<file path="config.mk">
export PLATFORM = sky130hd
export DESIGN_NAME = dmar_addr_sequencer
export DESIGN_NICKNAME = d
export VERILOG_FILES = /design/src/rtl/dmar_addr_sequencer.sv
export SDC_FILE = /design/constraint.sdc
export NUM_CORES = 1
export LEC_CHECK = 0
export CAP_MARGIN = 20
export CORE_ASPECT_RATIO = 0.9
export CORE_MARGIN = 2
export CORE_UTILIZATION = 50
export CTS_CLUSTER_SIZE = 16
export DETAILED_ROUTE_END_ITERATION = 6
export PLACE_DENSITY = 0.71
export SETUP_SLACK_MARGIN = 0.02
export SKIP_CTS_REPAIR_TIMING = 1
export SLEW_MARGIN = 20
export SYNTH_ARGS = -nofsm -noshare
export SYNTH_HDL_FRONTEND = slang
export SYNTH_SLANG_ARGS = --single-unit
export TNS_END_PERCENT = 50
</file>
<file path="constraint.sdc">
create_clock -name clk -period 4.2 [get_ports clk]
set_input_delay 0.42 -clock clk [delete_from_list [all_inputs] [get_ports clk]]
set_output_delay 0.42 -clock clk [all_outputs]
set_load 0.02 [all_outputs]
</file>
<file path="src/rtl/dmar_addr_sequencer.sv">
`timescale 1ns/1ps
`default_nettype none
// ============================================================================
// Module   : dmar_addr_sequencer
// Purpose  : Walks an IMG_W x IMG_H input image in 2x2 windows and emits the
//            data-memory word address of every input pixel. Within a window
//            the order is (2i,2j), (2i,2j+1), (2i+1,2j), (2i+1,2j+1). The
//            column index j advances fastest and the row index i slowest.
//            A valid/ready handshake paces the output. Addresses wrap modulo
//            2^19 and are built incrementally from row-base and column
//            pointers, so no multiplier is used.
// Ports    : clk         - clock; all state updates on the rising edge
//            RST         - synchronous active-high reset
//            start       - single-cycle request to begin one pass
//            addr_ready  - consumer accepts addr_out this cycle
//            addr_out    - current data-memory address (19 bits)
//            addr_valid  - addr_out holds a valid address
//            dmar_en     - 4'b0001 on a transfer cycle, else 4'b0000
//            tap         - window position of addr_out (0..3)
//            busy        - pass in progress
//            done        - one-cycle pulse after the final address is taken
// Revision : 1.0 - initial release
// ============================================================================
module dmar_addr_sequencer #(
  parameter int          IMG_W = 256,
  parameter int          IMG_H = 256,
  parameter logic [18:0] BASE  = 19'h00000
) (
  input  logic        clk,
  input  logic        RST,
  input  logic        start,
  input  logic        addr_ready,
  output logic [18:0] addr_out,
  output logic        addr_valid,
  output logic [3:0]  dmar_en,
  output logic [1:0]  tap,
  output logic        busy,
  output logic        done
);

  // Pointer steps, all reduced to the 19-bit address space.
  localparam logic [18:0] c_row_step  = 19'(IMG_W);       // one input row
  localparam logic [18:0] c_pair_step = 19'(2 * IMG_W);   // two input rows
  localparam logic [18:0] c_down_step = 19'(IMG_W - 1);   // tap 1 -> tap 2
  localparam logic [18:0] c_last_col  = 19'(IMG_W - 2);   // column of last window
  localparam logic [18:0] c_last_row  = 19'(IMG_H - 2);   // row of last window

  typedef enum logic [1:0] {
    ST_IDLE = 2'd0,
    ST_EMIT = 2'd1,
    ST_DONE = 2'd2
  } state_t;

  // Initialisers give the reset values at power-up on targets that honour them.
  state_t      r_state    = ST_IDLE;
  logic [18:0] r_addr     = 19'h00000;
  logic [1:0]  r_tap      = 2'd0;
  logic        r_valid    = 1'b0;
  logic        r_busy     = 1'b0;
  logic        r_done     = 1'b0;
  logic [18:0] r_row_base = 19'h00000;  // address of input row 2i, column 0
  logic [18:0] r_col      = 19'h00000;  // column offset 2j of current window
  logic [18:0] r_row      = 19'h00000;  // row offset 2i of current window

  logic        w_xfer;
  logic        w_last_col;
  logic        w_last_row;
  logic [18:0] w_col_next;
  logic [18:0] w_row_base_next;

  // r_valid is only ever set in EMIT, so a transfer needs no state decode.
  assign w_xfer          = r_valid & addr_ready;
  assign w_last_col      = (r_col == c_last_col);
  assign w_last_row      = (r_row == c_last_row);
  assign w_col_next      = r_col + 19'd2;
  assign w_row_base_next = r_row_base + c_pair_step;

  always_ff @(posedge clk) begin
    if (RST) begin
      r_state    <= ST_IDLE;
      r_addr     <= 19'h00000;
      r_tap      <= 2'd0;
      r_valid    <= 1'b0;
      r_busy     <= 1'b0;
      r_done     <= 1'b0;
      r_row_base <= 19'h00000;
      r_col      <= 19'h00000;
      r_row      <= 19'h00000;
    end else begin
      case (r_state)
        ST_IDLE: begin
          r_done <= 1'b0;
          if (start) begin
            r_state    <= ST_EMIT;
            r_valid    <= 1'b1;
            r_busy     <= 1'b1;
            r_addr     <= BASE;
            r_tap      <= 2'd0;
            r_row_base <= BASE;
            r_col      <= 19'h00000;
            r_row      <= 19'h00000;
          end
        end

        ST_EMIT: begin
          if (w_xfer) begin
            case (r_tap)
              2'd0: begin
                r_addr <= r_addr + 19'd1;
                r_tap  <= 2'd1;
              end
              2'd1: begin
                // Step down one row and back one column.
                r_addr <= r_addr + c_down_step;
                r_tap  <= 2'd2;
              end
              2'd2: begin
                r_addr <= r_addr + 19'd1;
                r_tap  <= 2'd3;
              end
              default: begin
                if (w_last_col && w_last_row) begin
                  // Final transfer: address and tap hold their last value.
                  r_state <= ST_DONE;
                  r_valid <= 1'b0;
                  r_busy  <= 1'b0;
                  r_done  <= 1'b1;
                end else if (w_last_col) begin
                  r_row_base <= w_row_base_next;
                  r_addr     <= w_row_base_next;
                  r_col      <= 19'h00000;
                  r_row      <= r_row + 19'd2;
                  r_tap      <= 2'd0;
                end else begin
                  r_col  <= w_col_next;
                  r_addr <= r_row_base + w_col_next;
                  r_tap  <= 2'd0;
                end
              end
            endcase
          end
        end

        ST_DONE: begin
          r_state <= ST_IDLE;
          r_done  <= 1'b0;
        end

        default: begin
          r_state <= ST_IDLE;
          r_valid <= 1'b0;
          r_busy  <= 1'b0;
          r_done  <= 1'b0;
        end
      endcase
    end
  end

  assign addr_out   = r_addr;
  assign addr_valid = r_valid;
  assign tap        = r_tap;
  assign busy       = r_busy;
  assign done       = r_done;
  assign dmar_en    = {3'b000, w_xfer};

endmodule
`default_nettype wire

</file>
==> impl_metrics.toml <==
[outcome]
outcome = "complete, no violations"

[critical_path]
slowest_stage = "dfxtp_1"
path_cells = "nand3_2, nor2_1, and3_1, xor2_1, ha_1, a21oi_1, o2111ai_1, a31oi_1, o21bai_1, xnor2_1, a21oi_1, a2111oi_2"
reg2reg_depth = 12
crit_fanout = 9
critical_path.endpoint = "addr_out[18]"
r2r_start = "r_col[1]"
r2r_slack_ns = 0.78
critPathMaxStageDelay_ns = 0.42
endpoint_kind = "flop"
crit_required_ns = 4.46
cpMostUsedCell = "a21oi_1"
critPathLaunch = "r_col[1]"
rr_endpoint = "addr_out[18]"
critical_path_class = "reg -> reg"
cp.arrival_ns = 3.68
crit_path_start_kind = "flop"

[route]
wl_um = 12100
drtAntennaViolNets = 0
num_vias = 4446
firstDrtPassIters = 7
wl_per_cell_um = 16.2
vias_per_cell = 5.95
route.detailed.drc = 0
detail_route.iter0.violations = 362

[timing]
fin_crit_sh = 0.815
relSlewSlack = 0.431
timing.fmax_ghz = 0.292
hold_violations = 0
period_needed_ns = 3.42
tightest_slew_ns = 0.852
finalSetupViolations = 0
setup_tns_ns = 0
fin_skew_ns = 0.0128
rsz0062_at_grt = "no"
drv_slew = 0

[power_and_ir_drop]
p_sw_frac = 0.263
p_comb_frac = 0.094
p_sw_uw = 360
power.density_nw_per_um2 = 262
p_clk_frac = 0.404
internal-power_mw = 1.01
seqPwrFrac = 0.501
leakage_nw = 1.88
ir_drop_v = 0.000131

[placed_design]
port_buffers = 28
dp.cells = 731
dp_hpwl_um = 8580
gp_congestion = 0.899

[global_route]
grt_pass1_vias = 4179
grt_pass1_wl_um = 20100
antenna_found_initial = 0
grt_max_degree = 45
grt_overflow = 0
grt_util_all_layers = 0.250

[layout]
drive_above_1_share = 0.0640
antenna_cells = 0
design.final.nets = 649
final_cells = 747
area_growth_pct = 11.3

[floorplan]
num_io_pins = 32
start_util = 0.515
row_count = 33
design.core.area_um2 = 9130
die_w_um = 106
dieArea_um2 = 10200
die_h_um = 96.0

[cts]
clk_pin_slew_ns = 0.08
cts_sinks = 71
clk_latency_ns = 0.36
numCtsBuffers = 9
cts_tree = "built"
root_buffer = "clkbuf_8"
cts_htree_levels = 3
cts_buffer_depth = 2

[synth]
ys_seq_area_frac = 0.302
synthDistinctLibCells = 68
postSynthAreaPerCell_um2 = 7.81
ys_ff_latch = 71
synthArstFlopShare = 0
synth-edff-count = 0
synth_area_um2 = 4700
syn_inst = 602
synth_flop_cell = "dfxtp_1"
synth.yosys.warnings = 0

[hold_path]
hold_class = "reg -> reg"

[job]
maxCapViolCount = 0
==> routing by layer <==
layer / vias to the layer above / track usage / part of all wire
met2: 141 / 0.416 / 0.46
met3: 35 / 0.0569 / 0.057
met5: - / 0 / 0
li1: 2181 / - / -
met1: 2089 / 0.309 / 0.45
met4: 0 / 0.121 / 0.028
==> registers in the layout (all words and copies together), names as in the netlist <==
signal	cells
r_row_base	10
addr_out	19
done	1
r_col	18
r_state	2
r_row	18
tap	2
busy	1
==> worst min-delay path by stage <==
| stage | startpoint | to | slack, ns | depth (start not counted) |
|---|---|---|---|---|
| floorplan | r_row[7] | r_row[7] | 0.47 | 2 |
| global placement | done | done | 0.45 | 1 |
| detailed placement | done | done | 0.46 | 1 |
| CTS | done | done | 0.47 | 1 |
| global route | done | done | 0.50 | 1 |
| finish | done | done | 0.47 | 1 |
==> worst max-delay path, delay by kind of cell (launching register included) <==
kind	cells	cell delay [ns]
adders and majority gates	1	0.29
AOI/OAI and AO/OA	6	1.47
and+or+nand+nor	3	0.82
DFF	1	0.42
xor gates and xnor gates	2	0.33
==> final cells by class <==
type | count | area, um2
timing repair buffer | 35 | 333
inverter | 17 | 63.8
multi-input combinational | 486 | 3070
clock inverter | 3 | 42.5
clock buffer | 13 | 149
sequential | 71 | 1420
tap | 122 | 153
fill | 846 | 3890
==> cell usage after synthesis (all sizes together), types with 2 or more instances <==
cell type / n / area [um2]
nor2: 77 / 292
dfxtp: 71 / 1420
a21oi: 52 / 268
nand2: 48 / 180
o21ai: 37 / 189
xnor2: 33 / 289
nand3: 26 / 135
ha: 24 / 300
nor3: 21 / 115
xor2: 21 / 184
clkbuf: 18 / 68.8
inv: 17 / 63.8
buf: 12 / 86.3
nand4: 11 / 68.8
and3: 10 / 62.6
and2: 9 / 56.3
o211ai: 8 / 60.1
a21o: 7 / 52.6
and4: 6 / 55.1
nand2b: 6 / 37.5
nand3b: 6 / 45.0
nor4: 6 / 43.8
or3: 6 / 37.5
a22o: 5 / 43.8
o21bai: 5 / 37.5
a211oi: 4 / 30.0
a22oi: 4 / 30.0
o2111ai: 4 / 35.0
o22ai: 4 / 31.3
o311ai: 4 / 35.0
o31ai: 4 / 30.0
or2: 4 / 27.5
or4: 4 / 33.8
nor2b: 3 / 18.8
o31a: 3 / 26.3
a31oi: 2 / 12.5
nand4b: 2 / 17.5
o2bb2ai: 2 / 17.5
==> cells in the final DEF, fill, tap and decap left out, types with 5 or more instances in the layout <==
cell type and n:
a21o_1 7, a21oi_1 50, a22o_1 5, and2_1 9, and3_1 10, and4_1 5
buf_4 7, clkbuf_8 10, clkdlybuf4s50_1 28, dfxtp_1 71, ha_1 24, inv_1 17
nand2_1 48, nand2b_1 6, nand3_1 25, nand3b_1 6, nand4_1 11, nor2_1 76
nor3_1 19, nor4_1 5, o211ai_1 8, o21ai_0 36, o21bai_1 5, or3_1 6
xnor2_1 33, xor2_1 21
==> kinds of logic (layout without fill, tap and decap cells) <==
| family | Yosys count | after routing | share of synthesized area |
|---|---|---|---|
| simple gates | 247 | 247 | 0.264 |
| xor+xnor | 54 | 54 | 0.101 |
| other cells | 1 | 3 | 0.000798 |
| buf+inv | 47 | 68 | 0.0466 |
| compound gates | 156 | 156 | 0.215 |
| mux | 1 | 1 | 0.00239 |
| flops | 71 | 71 | 0.302 |
| fa+ha+maj | 25 | 25 | 0.0681 |
==> through the flow <==
stage / worst slack [ns] / hold WS, ns / utilization / power (mW) / instance area [um2]
floorplan: 1.29 / 0.467 / - / 0.795 / 4710
global placement: 0.967 / 0.451 / 0.552 / 0.828 / 5040
detailed placement: 0.828 / 0.455 / 0.552 / 0.831 / 5040
CTS: 0.796 / 0.474 / 0.573 / 1.39 / 5230
global route: 0.469 / 0.497 / 0.573 / 1.43 / 5230
finish: 0.779 / 0.467 / 0.573 / 1.37 / 5230
==> power by group through the flow <==
stage	Combinational, mW	Clock [mW]	Sequential (mW)
floorplan	0.0906	0	0.704
global placement	0.126	0	0.703
detailed placement	0.128	0	0.703
CTS	0.128	0.573	0.687
global route	0.142	0.599	0.689
finish	0.129	0.555	0.688
(Power assumes the default switching activity.)
